<file path="config.mk">
export PLATFORM = sky130hd
export DESIGN_NAME = bfp_renorm
export DESIGN_NICKNAME = d
export VERILOG_FILES = /design/src/rtl/bfp_renorm.sv
export SDC_FILE = /design/constraint.sdc
export NUM_CORES = 1
export LEC_CHECK = 0
export CORE_MARGIN = 4
export CORE_UTILIZATION = 53
export CTS_CLUSTER_DIAMETER = 120
export DETAILED_ROUTE_END_ITERATION = 16
export MAX_ROUTING_LAYER = met4
export PLACE_DENSITY = 0.78
export SLEW_MARGIN = 20
export SYNTH_ARGS = -nofsm -noshare
export SYNTH_HDL_FRONTEND = slang
export SYNTH_SLANG_ARGS = --single-unit
</file>
<file path="constraint.sdc">
create_clock -name clk -period 3.3 [get_ports clk]
set_clock_uncertainty 0.15 [all_clocks]
set_input_delay 0.495 -clock clk [delete_from_list [all_inputs] [get_ports clk]]
set_output_delay 0.495 -clock clk [all_outputs]
set_load 0.05 [all_outputs]
</file>
<file path="src/rtl/bfp_renorm.sv">
// Block-floating-point renormaliser: 4 lanes sharing one exponent become per-lane normalised values.
// Optional underflow counter port enabled by defining BFP_UFLOW_CNT_EN.
module bfp_renorm #(
  parameter int expWidth = 4,
  parameter int manWidth = 8
) (
  input  logic                    clk,
  input  logic                    rst_n,
  input  logic                    in_valid,
  output logic                    in_ready,
  input  logic [expWidth-1:0]     in_max_exp,
  input  logic [4*manWidth-1:0]   in_man,
  output logic                    out_valid,
  input  logic                    out_ready,
  output logic [4*expWidth-1:0]   out_exp,
  output logic [4*manWidth-1:0]   out_man,
  output logic [3:0]              out_zero,
  output logic [3:0]              out_uflow
`ifdef BFP_UFLOW_CNT_EN
  ,
  output logic [15:0]             uflow_cnt
`endif
);

  localparam int LANES = 4;
  localparam int LZC_W = $clog2(manWidth + 1);
  localparam int EW1   = expWidth + 1;

  function automatic logic [LZC_W-1:0] lzc_f(input logic [manWidth-1:0] m);
    logic [LZC_W-1:0] n;
    n = LZC_W'(manWidth);
    for (int i = 0; i < manWidth; i++)
      if (m[i]) n = LZC_W'(manWidth - 1 - i);
    return n;
  endfunction

  logic                        vld_p1;
  logic [expWidth-1:0]         exp_p1;
  logic [LANES*manWidth-1:0]   man_p1;
  logic [LANES*LZC_W-1:0]      lzc_p1;
  logic                        s1_adv;
  logic                        s2_adv;

  assign s2_adv   = !out_valid || out_ready;
  assign s1_adv   = !vld_p1 || s2_adv;
  assign in_ready = rst_n && s1_adv;

  // Stage 1: capture the beat and the per-lane leading-zero counts
  always_ff @(posedge clk or negedge rst_n) begin
    if (!rst_n)
      vld_p1 <= 1'b0;
    else if (s1_adv)
      vld_p1 <= in_valid;
  end

  always_ff @(posedge clk) begin
    if (s1_adv && in_valid) begin
      exp_p1 <= in_max_exp;
      man_p1 <= in_man;
      for (int i = 0; i < LANES; i++)
        lzc_p1[i*LZC_W +: LZC_W] <= lzc_f(in_man[i*manWidth +: manWidth]);
    end
  end

  logic [LANES*expWidth-1:0] exp_nx;
  logic [LANES*manWidth-1:0] man_nx;
  logic [LANES-1:0]          zero_nx;
  logic [LANES-1:0]          uflow_nx;
  logic [manWidth-1:0]       lane_man;
  logic [LZC_W-1:0]          lane_lzc;
  logic signed [expWidth:0]  diff;

  // Zero takes priority over flush; a non-positive difference means the lane underflows
  always_comb begin
    exp_nx   = '0;
    man_nx   = '0;
    zero_nx  = '0;
    uflow_nx = '0;
    lane_man = '0;
    lane_lzc = '0;
    diff     = '0;
    for (int i = 0; i < LANES; i++) begin
      lane_man = man_p1[i*manWidth +: manWidth];
      lane_lzc = lzc_p1[i*LZC_W +: LZC_W];
      diff     = signed'({1'b0, exp_p1}) - signed'(EW1'(lane_lzc));
      if (lane_man == '0)
        zero_nx[i] = 1'b1;
      else if (diff[expWidth] || (diff == '0))
        uflow_nx[i] = 1'b1;
      else begin
        exp_nx[i*expWidth +: expWidth] = diff[expWidth-1:0];
        man_nx[i*manWidth +: manWidth] = lane_man << lane_lzc;
      end
    end
  end

  // Stage 2: registered outputs, held while downstream stalls
  always_ff @(posedge clk or negedge rst_n) begin
    if (!rst_n) begin
      out_valid <= 1'b0;
      out_exp   <= '0;
      out_man   <= '0;
      out_zero  <= '0;
      out_uflow <= '0;
    end else if (s2_adv) begin
      out_valid <= vld_p1;
      if (vld_p1) begin
        out_exp   <= exp_nx;
        out_man   <= man_nx;
        out_zero  <= zero_nx;
        out_uflow <= uflow_nx;
      end
    end
  end

`ifdef BFP_UFLOW_CNT_EN
  function automatic logic [2:0] popcnt4(input logic [3:0] f);
    return 3'(f[0]) + 3'(f[1]) + 3'(f[2]) + 3'(f[3]);
  endfunction

  function automatic logic [15:0] sat_add16(input logic [15:0] a, input logic [2:0] b);
    logic [16:0] s;
    s = {1'b0, a} + 17'(b);
    return s[16] ? 16'hFFFF : s[15:0];
  endfunction

  always_ff @(posedge clk or negedge rst_n) begin
    if (!rst_n)
      uflow_cnt <= '0;
    else if (out_valid && out_ready)
      uflow_cnt <= sat_add16(uflow_cnt, popcnt4(out_uflow));
  end
`endif

endmodule
</file>
==> results of run 1 <==
-- per-layer routing --
layer | global-route usage (%) | part of all wire, % | up-vias
met5 | - | 0 | -
met4 | 6.14 | 1.3 | 0
met3 | 3.23 | 3.7 | 13
met2 | 35.3 | 51 | 75
met1 | 26.9 | 44 | 1949
li1 | - | - | 2016
-- synthesized netlist by cell type (9+ instances only) --
master,n,share of area (%)
o21ai_0,34,3.1
nor2_1,27,1.8
edfxtp_1,52,28
dfrtp_1,58,26
mux2i_1,22,4.0
clkbuf_1,9,0.61
ha_1,16,3.6
nand2_1,79,5.4
nor3_1,15,1.4
a21oi_1,22,2.0
o21a_1,9,1.2
nor2b_1,9,1.0
inv_1,22,1.5
-- path summary, 6_finish.rpt --
check,startpoint,endpoint,slack [ns]
max,lzc_p1[12],out_man[25],0.48
min in group clk,out_man[10],out_man[10],0.34
max in group asynchronous,rst_n,out_man[5],2.37
min reg2reg,out_man[10],out_man[10],0.34
min,rst_n,out_man[27],0.15
max reg2reg,lzc_p1[12],out_man[25],0.48
-- state kept, by name, summed over array words and instances, names as in the netlist --
| register | count |
|---|---|
| out_uflow | 4 |
| exp_p1 | 4 |
| out_exp | 16 |
| out_valid | 1 |
| out_man | 32 |
| man_p1 | 32 |
| out_zero | 4 |
| vld_p1 | 1 |
| lzc_p1 | 16 |
-- power by group --
group / internal (W) / switching [W] / leakage (nW)
clock: 0.000296 / 0.000440 / 0.0796
combinational: 0.000388 / 0.000669 / 1.36
sequential: 0.00159 / 0.000119 / 1.27
-- area by class of cell --
class                   instances  share of cell area [%]
clock buffers                  13                    2.20
flip-flops and latches        110                    44.5
inverters                      24                    1.33
multi-input cells             347                    34.4
well taps                     133                    2.46
repair buffers                100                    14.8
clock inverters                 3                   0.296
-- cell families after synthesis --
group	Yosys count	synth area share, %
DFF	110	54.8
xor gates and xnor gates	8	1.27
adders and majority gates	20	5.10
buffers and inverters	39	2.84
AOI/OAI and AO/OA	128	16.3
and+or+nand+nor	159	13.3
muxes	32	6.46
-- through the flow --
step                worst slack (ns)  power [W]  cells  hold WS, ns  area, um2
floorplan                      0.703    0.00241    496       0.0494       5500
global placement               0.643    0.00277    714        0.313       6600
detailed placement             0.496    0.00280    714        0.320       6600
CTS                            0.467    0.00352    730        0.180       6770
global route                   0.261    0.00367    730        0.235       6770
finish                         0.485    0.00350    730        0.148       6770
==> run_results.csv, run 1 <==
group,metric,value,unit
sta,final-setup-viol-count,0,
sta,fin_setup_tns,0,ns
critical_path,cp_max_fo,11,
sta,fin_crit_sh,85.3,%
final_layout,area_growth,23.1,%
place,place.gp.congestion,0.923,
sta,rsz0062_at_grt,"no",
synth,synth-edff-count,52,
critical_path,worst_ep_required_time,3.41,ns
synth,postSynthAreaPerCell,11.1,um2
sta,min_period,2.82,ns
clocking,ctsResizeCount,0,
critical_path,critPathLaunchType,"register",
worst_hold_path,hp-class,"primary input to async pin",
drt,post_drt_wl_per_cell,15.8,um
floorplanning,pin_count,98,
sta,timing.fmax,0.355,GHz
clocking,cts_made_buffers,9,
clocking,cts-hold-fix-buffers,0,
final_layout,fillerInstances,771,
sta,finalMaxSlewViolations,0,
drt,drc,0,
clocking,cts.sinks,110,
floorplanning,fp.dieH,110,um
floorplanning,fp-row-count,36,
final_layout,drive_gt1_share,7.20,%
drt,ant_nets,0,
floorplanning,die_w,110,um
critical_path,critPathSlowestCell,"edfxtp_1",
final_layout,antenna_cells,0,
clocking,post_cts_buffers,0,
global_routing,antenna_found_initial,0,
clocking,cts.clk_slew.worst_paths,0.11,ns
place,dp_hpwl,8.62,mm
clocking,cts_root_buffer,"clkbuf_8",
power,p_leak,2.71,nW
global_routing,grt_max_degree,59,
floorplanning,coreArea,9950,um2
final_layout,num-nets-final,652,
critical_path,crit_cells,7,
clocking,clk_latency,0.36,ns
critical_path,critPathMaxStageDelay,0.61,ns
final_layout,layout_common_cells,"96 x clkdlybuf4s50_1, 79 x nand2_1, 58 x dfrtp_1",
critical_path,end_kind,"register",
final_layout,multi_input_area,2330,um2
drt,drtPass1Iterations,4,
critical_path,reg2regPathDepth,7,
flow_run,max_cap_violations,0,
floorplanning,start_util,55.3,%
global_routing,grt_pass1_wl,19.4,mm
critical_path,arrival,2.93,ns
critical_path,cpLargestDelayFamily,"compound AO/OA/AOI/OAI gates",
clocking,clockBufferDepth,2,
critical_path,crit_chain,"ha_1, fa_1, nand2b_1, a21oi_1, nor2b_1, o311ai_2, o41ai_2",
power,ir_drop,0.000226,V
synth,ys_seq_area_share,54.8,%
synth,ys_ff_latch,110,
global_routing,grtUsageTotal,21.2,%
sta,max_slew.worst_pin.slew,0.712,ns
drt,drt_iter0_drc,221,
synth,synth_cell_types,48,
clocking,htree_levels,3,
final_layout,final-seq-area,3010,um2
global_routing,grt_overflow_total,0,
floorplanning,dieArea,12100,um2
place,portBuffers,97,
drt,vias_per_cell,5.55,
critical_path,critPathBufInv,0,
critical_path,criticalPathCategory,"register to register",
clocking,cts_tree,"built",
status,status,"finished, final reports clean",
global_routing,grt_pass1_vias,4114,
sta,max-slew-margin-rel,52.5,%
power,power.density,517,nW/um2
synth,ys.flop_type,"dfrtp_1",
sta,finalHoldViolCount,0,
drt,wl,11.5,mm
drt,vias,4053,
final_layout,final_util,68.0,%
final_layout,final_common_cell,"clkdlybuf4s50_1",
synth,synthCells,496,
synth,syn_nets,556,
synth,synth_area,5500,um2
synth,yosysWarnings,0,
synth,async_flop_share,52.7,%
No activity file was read; power rests on OpenSTA's default activity.
==> run 2: changes to the inputs <==
--- a/config.mk
+++ b/config.mk
@@ -5,7 +5,6 @@
 export SDC_FILE = /design/constraint.sdc
 export NUM_CORES = 1
 export LEC_CHECK = 0
-export CORE_MARGIN = 4
 export CORE_UTILIZATION = 53
 export CTS_CLUSTER_DIAMETER = 120
 export DETAILED_ROUTE_END_ITERATION = 16
==> run 2 against run 1 <==
Final area up 0.20%. Non-clock buffer count up 1. Count of clock-buffer cells in the layout down 1. Die area down 11%. Largest cell class unchanged. Core utilization up 0.45 points. Global-route usage up 1.7 points. Critical path depth unchanged. Critical path type unchanged.
==> run_results.csv, run 2 (same netlist as run 1, synthesis figures left out) <==
group,metric,value,unit
sta,fin_crit_sh,86.3,%
floorplanning,coreArea,9910,um2
clocking,cts_made_buffers,9,
final_layout,drive_gt1_share,7.53,%
flow_run,max_cap_violations,0,
sta,fin_setup_tns,0,ns
final_layout,area_growth,23.4,%
power,power.density,519,nW/um2
final_layout,num-nets-final,653,
sta,timing.fmax,0.351,GHz
global_routing,grt_max_degree,59,
critical_path,cp_max_fo,11,
drt,post_drt_wl_per_cell,15.3,um
final_layout,multi_input_area,2330,um2
critical_path,cpLargestDelayFamily,"compound AO/OA/AOI/OAI gates",
place,place.gp.congestion,0.835,
drt,drc,0,
global_routing,grt_pass1_vias,3964,
floorplanning,fp-row-count,36,
clocking,post_cts_buffers,0,
floorplanning,pin_count,98,
final_layout,fillerInstances,754,
global_routing,antenna_found_initial,0,
critical_path,arrival,2.97,ns
critical_path,critPathLaunchType,"register",
drt,wl,11.2,mm
sta,rsz0062_at_grt,"no",
sta,fin_ws,0.452,ns
clocking,clk_latency,0.37,ns
floorplanning,die_w,104,um
final_layout,reg_top3,"man_p1 x32, out_man x32",
critical_path,end_kind,"register",
final_layout,antenna_cells,0,
clocking,cts.sinks,110,
drt,vias,4073,
status,status,"finished, final reports clean",
critical_path,worst_ep_required_time,3.42,ns
floorplanning,fp.dieH,104,um
place,portBuffers,97,
sta,max_slew.worst_pin.slew,0.777,ns
critical_path,crit_chain,"ha_1, fa_1, nand2b_1, a21oi_1, nor2b_1, o311ai_2, o41ai_2",
sta,finalHoldViolCount,0,
critical_path,critPathSlowestCell,"edfxtp_1",
drt,drt_iter0_drc,157,
critical_path,critPathBufInv,0,
clocking,ctsResizeCount,0,
final_layout,layout_common_cells,"96 x clkdlybuf4s50_1, 79 x nand2_1, 58 x dfrtp_1",
global_routing,grt_pass1_wl,19.1,mm
clocking,cts.clk_slew.worst_paths,0.10,ns
worst_hold_path,hp-class,"primary input to async pin",
clocking,clockBufferDepth,2,
place,pre_cts_ws,0.490,ns
sta,final-setup-viol-count,0,
power,ir_drop,0.000285,V
clocking,htree_levels,3,
floorplanning,start_util,55.5,%
place,dp_hpwl,8.57,mm
drt,ant_nets,0,
drt,drtPass1Iterations,4,
clocking,cts_tree,"built",
critical_path,critPathMaxStageDelay,0.60,ns
global_routing,grt_overflow_total,0,
global_routing,grtUsageTotal,22.8,%
clocking,cts_root_buffer,"clkbuf_8",
final_layout,final-seq-area,3010,um2
floorplanning,dieArea,10800,um2
final_layout,final_util,68.5,%
final_layout,final_common_cell,"clkdlybuf4s50_1",
sta,min_period,2.85,ns
power,p_leak,2.72,nW
sta,finalMaxSlewViolations,0,
clocking,cts-hold-fix-buffers,0,
drt,vias_per_cell,5.57,
critical_path,criticalPathCategory,"register to register",
sta,max-slew-margin-rel,48.1,%
[run 2: cell count changes in the layout (fill, tap and decap cells not counted), sizes merged]
cell,delta
clkbuf,-1
buf,+1
clkinv,-1
inv,+2
[run 2: cell type report]
class                      instances  share of cell area, %
inverter                          24                   1.33
timing repair buffer             101                   14.9
clock buffer                      12                   2.14
multi-input combinational        347                   34.4
clock inverter                     4                  0.443
tap                              133                   2.45
sequential                       110                   44.4
[run 2: worst paths after layout]
path / startpoint / endpoint / slack [ns] / cells after the start
max: lzc_p1[12] / out_man[25] / 0.45 / 7
max in group asynchronous: rst_n / out_exp[1] / 2.39 / 2
max reg2reg: lzc_p1[12] / out_man[25] / 0.45 / 7
min reg2reg: out_man[20] / out_man[20] / 0.34 / 2
min in group clk: out_man[20] / out_man[20] / 0.34 / 2
min: rst_n / out_man[24] / 0.13 / 2
[run 2: per-layer routing]
metal	vias up	global-route usage (%)	wire, um
met5	-	-	0
met4	0	8.37	201
met3	19	2.69	291
met2	81	37.8	5580
met1	1961	29.1	5140
li1	2012	-	-
[run 2: through the flow]
stage	hold WS, ns	power (W)	std cells	area [um2]
after detailed placement	0.317	0.00280	715	6610
after CTS	0.169	0.00354	731	6790
after global routing	0.206	0.00368	731	6790
after floorplan	0.0494	0.00241	496	5500
final	0.135	0.00352	731	6790
after global placement	0.312	0.00277	715	6610
[run 2: worst reg2reg max path: stages (launching register included)]
cell and delay, ns:
edfxtp_1 0.60, ha_1 0.31, fa_1 0.40, nand2b_1 0.16
a21oi_1 0.23, nor2b_1 0.29, o311ai_2 0.28, o41ai_2 0.33
[run 2: where the power goes]
group / switching, W / internal [W]
Combinational: 0.000665 / 0.000390
Sequential: 0.000122 / 0.00159
Clock: 0.000457 / 0.000300
